--- config.mk ---
export PLATFORM = sky130hd
export DESIGN_NAME = mem_bus_arbiter
export DESIGN_NICKNAME = d
export VERILOG_FILES = /design/src/rtl/proc8_bus_pkg.sv /design/src/rtl/bus_arb_pick.sv /design/src/rtl/mem_bus_arbiter.sv
export SDC_FILE = /design/constraint.sdc
export NUM_CORES = 1
export LEC_CHECK = 0
export CORE_MARGIN = 3
export CORE_UTILIZATION = 40
export DETAILED_ROUTE_END_ITERATION = 6
export PLACE_DENSITY = 0.75
export SLEW_MARGIN = 20
export SYNTH_ARGS = -nofsm -noshare
export SYNTH_HDL_FRONTEND = slang
export SYNTH_SLANG_ARGS = --single-unit
--- constraint.sdc ---
create_clock -name clk -period 3.2 [get_ports clk]
set_clock_uncertainty 0.2 [all_clocks]
set_input_delay 0.64 -clock clk [delete_from_list [all_inputs] [get_ports clk]]
set_output_delay 0.64 -clock clk [all_outputs]
set_load 0.03 [all_outputs]
--- src/rtl/proc8_bus_pkg.sv ---
// Shared definitions for the 8-bit processor memory bus: arbiter FSM
// states, requester identifiers, bus width and wait-counter width.
package proc8_bus_pkg;

  localparam int BUS_W = 8;
  localparam int CNT_W = 4;

  localparam logic REQ_CPU = 1'b0;
  localparam logic REQ_AUX = 1'b1;

  typedef enum logic [1:0] {
    IDLE   = 2'd0,
    ACCESS = 2'd1,
    DONE   = 2'd2
  } arb_state_e;

endpackage : proc8_bus_pkg

--- src/rtl/bus_arb_pick.sv ---
// Combinational winner select for the two-master memory bus.
// Build option ARB_FIXED_PRIO_EN: when defined, requester 0 (processor)
// always wins a tie; otherwise a tie goes to the requester not served last.
import proc8_bus_pkg::*;

module bus_arb_pick (
  input  logic req0_i,
  input  logic req1_i,
  input  logic last_i,
  output logic valid_o,
  output logic id_o
);

  // Pick a winner among the active requesters.
  always_comb begin
    valid_o = 1'b0;
    id_o    = REQ_CPU;
    case ({req1_i, req0_i})
      2'b01: begin
        valid_o = 1'b1;
        id_o    = REQ_CPU;
      end
      2'b10: begin
        valid_o = 1'b1;
        id_o    = REQ_AUX;
      end
      2'b11: begin
        valid_o = 1'b1;
`ifdef ARB_FIXED_PRIO_EN
        id_o    = REQ_CPU;
`else
        id_o    = ~last_i;
`endif
      end
      default: begin
        valid_o = 1'b0;
        id_o    = REQ_CPU;
      end
    endcase
  end

endmodule : bus_arb_pick

--- src/rtl/mem_bus_arbiter.sv ---
// Two-master arbiter and transaction sequencer for the shared 8-bit memory
// bus. One transaction at a time: IDLE (arbitrate) -> ACCESS (strobe held
// WAIT_CYCLES cycles) -> DONE (one-cycle done pulse). Tie-break policy is
// chosen in bus_arb_pick via ARB_FIXED_PRIO_EN.
import proc8_bus_pkg::*;

module mem_bus_arbiter #(
  parameter int WAIT_CYCLES = 1
) (
  input  logic             clk,
  input  logic             rst,
  input  logic             req0,
  input  logic             req1,
  input  logic             we0,
  input  logic             we1,
  input  logic [BUS_W-1:0] addr0,
  input  logic [BUS_W-1:0] addr1,
  input  logic [BUS_W-1:0] wdata0,
  input  logic [BUS_W-1:0] wdata1,
  output logic             gnt0,
  output logic             gnt1,
  output logic             done0,
  output logic             done1,
  output logic [BUS_W-1:0] rdata,
  output logic [BUS_W-1:0] add,
  output logic             rd,
  output logic             wrt,
  output logic [BUS_W-1:0] mem_dout,
  input  logic [BUS_W-1:0] mem_din
);

  // Counter counts down to zero; zero marks the final strobe cycle.
  localparam logic [CNT_W-1:0] CNT_LOAD = CNT_W'(WAIT_CYCLES - 1);

  arb_state_e       state_q;
  logic [CNT_W-1:0] cnt_q;
  logic [CNT_W-1:0] cnt_d;
  logic             last_q;
  logic             owner_q;
  logic             we_q;
  logic             gnt0_q;
  logic             gnt1_q;
  logic             done0_q;
  logic             done1_q;
  logic             rd_q;
  logic             wrt_q;
  logic [BUS_W-1:0] add_q;
  logic [BUS_W-1:0] mem_dout_q;
  logic [BUS_W-1:0] rdata_q;

  logic             pick_valid;
  logic             pick_id;
  logic             pick_we;

  bus_arb_pick u_pick (
    .req0_i  (req0),
    .req1_i  (req1),
    .last_i  (last_q),
    .valid_o (pick_valid),
    .id_o    (pick_id)
  );

  assign pick_we = (pick_id == REQ_AUX) ? we1 : we0;

  // Next value of the wait counter (saturates at zero).
  always_comb begin
    if (cnt_q != {CNT_W{1'b0}}) begin
      cnt_d = cnt_q - {{(CNT_W-1){1'b0}}, 1'b1};
    end else begin
      cnt_d = {CNT_W{1'b0}};
    end
  end

  // Transaction FSM with operand latches and registered bus outputs.
  always_ff @(posedge clk) begin
    if (rst) begin
      state_q    <= IDLE;
      cnt_q      <= {CNT_W{1'b0}};
      last_q     <= REQ_AUX;
      owner_q    <= REQ_CPU;
      we_q       <= 1'b0;
      gnt0_q     <= 1'b0;
      gnt1_q     <= 1'b0;
      done0_q    <= 1'b0;
      done1_q    <= 1'b0;
      rd_q       <= 1'b0;
      wrt_q      <= 1'b0;
      add_q      <= {BUS_W{1'b0}};
      mem_dout_q <= {BUS_W{1'b0}};
      rdata_q    <= {BUS_W{1'b0}};
    end else begin
      case (state_q)
        IDLE: begin
          if (pick_valid) begin
            owner_q    <= pick_id;
            we_q       <= pick_we;
            add_q      <= (pick_id == REQ_AUX) ? addr1 : addr0;
            mem_dout_q <= (pick_id == REQ_AUX) ? wdata1 : wdata0;
            gnt0_q     <= (pick_id == REQ_CPU);
            gnt1_q     <= (pick_id == REQ_AUX);
            rd_q       <= ~pick_we;
            wrt_q      <= pick_we;
            cnt_q      <= CNT_LOAD;
            state_q    <= ACCESS;
          end else begin
            state_q    <= IDLE;
          end
        end
        ACCESS: begin
          if (cnt_q == {CNT_W{1'b0}}) begin
            rd_q    <= 1'b0;
            wrt_q   <= 1'b0;
            gnt0_q  <= 1'b0;
            gnt1_q  <= 1'b0;
            done0_q <= (owner_q == REQ_CPU);
            done1_q <= (owner_q == REQ_AUX);
            if (!we_q) begin
              rdata_q <= mem_din;
            end else begin
              rdata_q <= rdata_q;
            end
            state_q <= DONE;
          end else begin
            cnt_q   <= cnt_d;
            state_q <= ACCESS;
          end
        end
        DONE: begin
          done0_q <= 1'b0;
          done1_q <= 1'b0;
          last_q  <= owner_q;
          state_q <= IDLE;
        end
        default: begin
          rd_q    <= 1'b0;
          wrt_q   <= 1'b0;
          gnt0_q  <= 1'b0;
          gnt1_q  <= 1'b0;
          done0_q <= 1'b0;
          done1_q <= 1'b0;
          state_q <= IDLE;
        end
      endcase
    end
  end

  assign gnt0     = gnt0_q;
  assign gnt1     = gnt1_q;
  assign done0    = done0_q;
  assign done1    = done1_q;
  assign rdata    = rdata_q;
  assign add      = add_q;
  assign rd       = rd_q;
  assign wrt      = wrt_q;
  assign mem_dout = mem_dout_q;

endmodule : mem_bus_arbiter

==> summary.md <==
| Metric | Value |
|---|---|
| Async set-reset flop share out of synthesis | `0%` |
| Clock transition at path regs | `around 0.08 ns` |
| Post-Synth Simple-Gate Area | `19.3%` |
| CP endpoint | `gnt1` |
| Synth Area in Compound Gates | `29.8%` |
| Slew Limit Fails | `0` |
| Total number of vias | `approximately 1800` |
| Top-count cell post-synth | `dfxtp_1` |
| Clk sinks | `39` |
| Die Height | `roughly 75 um` |
| Final nets | `roughly 320` |
| RSZ-0062 raised after global routing | `false` |
| Multiplexer share of the synthesized area | `less than 1%` |
| Cells on worst reg2reg path | `5` |
| Max-slew headroom | `a little under half` |
| Maximum vdd drop | `between 0.2 and 0.3 mV` |
| Worst R2R End | `wrt$_SDFFE_PP0P_` |
| Worst Path Required | `2.36 ns` |
| Worst-path fanout max | `3` |
| Family with the most delay on the worst path | `buffers and inverters` |
| Antenna Nets Post-Route | `0` |
| Finished Cell Area | `approximately 2700 sq um` |
| H-tree Lvls | `2` |
| Critical path endpoint category | `primary output` |
| Crit start category | `register` |
| Type of the most critical hold path | `register to register` |
| Routability Congestion | `about 0.75` |
| Post-synthesis cell area | `roughly 1900 sq um` |
| CTS tree | `done` |
| Cell Rows | `24` |
| Status | `completed` |
| Drc violations | `0` |
| Hold Buf Count CTS | `0` |
| Post-Syn Nets | `approximately 260` |
| Seq/Total Area, Yosys | `between 40% and 50%` |
| Routed WL | `~5 mm` |
| PD cells | `about 470 nW/um^2` |
| GRT Overall Usage | `a little under a fifth` |
| Hold Vio Cnt, Final | `0` |
| Post-synth top area cell | `dfxtp_1` |
| CTS resizes | `0` |
| Fin Setup TNS | `0 ns` |
| Filler Cell Count | `about 420` |
| Crit-path max cell delay | `approximately 0.70 ns` |
| Antenna Cells | `0` |
| Xor and xnor fraction of the mapped netlist area | `0%` |
| Area contributors post-synth | `dfxtp_1 (41%), a21oi_1 (7.9%), a311oi_2 (7.1%), nand2_1 (5.9%), nand3_1 (4.2%)` |
| Vias in the first global route | `1745` |
| Routed len/inst | `about 15 um` |
| Clk buf depth | `2` |
| Largest family of logic cells by synthesized area | `compound AO/OA/AOI/OAI gates` |
| Die ar. | `~5600 sq um` |
| First-pass DRT Iterations | `4` |
| Post-Synth Adder-Cell Area | `~1.3%` |
| Worst-margin pin slew | `around 0.78 ns` |
| Final setup violation count | `0` |
| Worst path arrival time | `roughly 1.4 ns` |
| DP HPWL | `3.53 mm` |
| Fin crit share | `between 60 and 70%` |
| Post-DP Area | `around 2600 sq um` |
| Area Growth Syn to Fin | `42.5%` |
| Die X-Extent | `75.1 um` |
| DRT iter0 DRCs | `approximately 180` |
| Total core area | `approximately 4500 sq um` |
| Synth cell types | `48` |
| Crit. Startpoint | `gnt1$_SDFFE_PP0P_` |
| Starting Density | `about 43%` |
| Initial antenna violation count | `0` |
| Reg2Reg Setup Slack | `between 1 and 1.5 ns` |
| First-pass GRT wire length | `~7.9 mm` |
| Synth top cells by count | `dfxtp_1 (39), a21oi_1 (30), nand2_1 (30)` |
| CTS root buf | `clkbuf_8` |
| Critical path depth | `1` |
| Share of the synthesized area in the top cell type | `between 40% and 50%` |
| Share of layout cells above drive strength 1 | `between 10% and 20%` |
| Largest net degree at the start of global routing | `21` |
| Worst r2r src | `cnt_q[0]$_SDFFE_PP0P_` |
| Warnings from Yosys | `0` |
| Syn_area_per_cell | `between 9 and 10 sq um` |
| Cells along the critical path | `clkdlybuf4s50_1` |
| Total of max-cap violations | `0` |
| Congestion Overflow GR | `0` |
| Cells after Synth | `208` |
| Total CTS buffers | `5` |
| Pleak | `between 0.9 and 1 nW` |
| Final Util | `60.8%` |
| Minimum clock period | `around 2.2 ns` |
| Seq cells post-synth | `39` |
| # IOs | `76` |
| CP bufs+invs | `1` |
| Crit Path Class | `register to primary output` |
| Number of synthesized flops with an enable pin | `0` |
| Fmax | `roughly 0.46 GHz` |
| Prevailing post-synth register cell | `dfxtp_1` |
| Hold_ws | `~0.28 ns` |
| Vias per inst | `roughly 5.5` |
| Post-CTS Setup Repair Bufs | `0` |
| Port-buffer cells | `75` |
| Worst-Skew Late Latency | `just under 0.3 ns` |
| Slowest CP cell | `clkdlybuf4s50_1` |
cell type report:
| class | count | area [sq um] | area share, % |
|---|---|---|---|
| sequential | 39 | 781 | 28.7 |
| inverter | 5 | 18.8 | 0.690 |
| multi-input combinational | 146 | 973 | 35.8 |
| clock buffer | 8 | 100 | 3.68 |
| timing repair buffer | 79 | 781 | 28.7 |
| tap | 52 | 65.1 | 2.39 |
cells by family (layout without fill, tap and decap cells):
logic type,after synthesis,after routing
flip-flops,39,39
adder cells (fa/ha/maj),2,2
buffers and inverters,23,92
AND/OR/NAND/NOR,69,69
multiplexers,1,1
AO/OA/AOI/OAI,74,74
state kept, by name (all words and copies together), names as in the netlist:
signal / cells
add: 8
mem_dout: 8
rdata: 8
cnt_q: 4
state_q: 2
done0: 1
done1: 1
gnt0: 1
gnt1: 1
last_q: 1
owner_q: 1
rd: 1
we_q: 1
wrt: 1
layer usage:
metal  GRT usage [%]  wire length (um)  vias to the layer above
met5               0                 0                        -
met4            6.72                48                        0
met3            5.47               254                        4
met2            29.2              2520                       47
met1            22.6              2140                      861
li1                -                 -                      902
through the flow:
stage	std cells	power (mW)	worst slack, ns
after floorplan	208	0.786	1.51
after global placement	321	0.931	0.752
after detailed placement	321	0.935	0.724
after CTS	329	1.30	0.992
after global routing	329	1.35	0.929
final	329	1.29	1.01
placed cells by master, fill, tap and decap left out, types with 4 or more instances in the layout:
master and n:
clkdlybuf4s50_1 75, dfxtp_1 39, nand2_1 30, a21oi_1 30, nand3_1 16, a311oi_2 9, o21ai_0 7, a311oi_1 7
clkbuf_8 7, inv_1 4, o21ai_1 4, buf_4 4
how the worst min path moves through the flow:
| stage | start | to | slack, ns | cells past startpoint |
|---|---|---|---|---|
| 6_report | rdata[0]$_SDFFE_PP0P_ | rdata[0]$_SDFFE_PP0P_ | 0.28 | 2 |
| 5_1_grt | rd$_SDFFE_PP0P_ | rd$_SDFFE_PP0P_ | 0.31 | 2 |
| 4_1_cts | rdata[7]$_SDFFE_PP0P_ | rdata[7]$_SDFFE_PP0P_ | 0.28 | 2 |
| 3_5_place_dp | rdata[7]$_SDFFE_PP0P_ | rdata[7]$_SDFFE_PP0P_ | 0.27 | 2 |
| 3_3_place_gp | rdata[0]$_SDFFE_PP0P_ | rdata[0]$_SDFFE_PP0P_ | 0.26 | 2 |
| 2_1_floorplan | cnt_q[0]$_SDFFE_PP0P_ | cnt_q[0]$_SDFFE_PP0P_ | 0.27 | 2 |
power breakdown:
part           total, mW  switching, mW  internal [mW]  leakage [nW]
clock network      0.368          0.171          0.197        0.0515
logic              0.364          0.194          0.170         0.590
registers          0.559         0.0310          0.528         0.321
total               1.29          0.396          0.894         0.963
No activity file was read; power rests on OpenSTA's default activity.
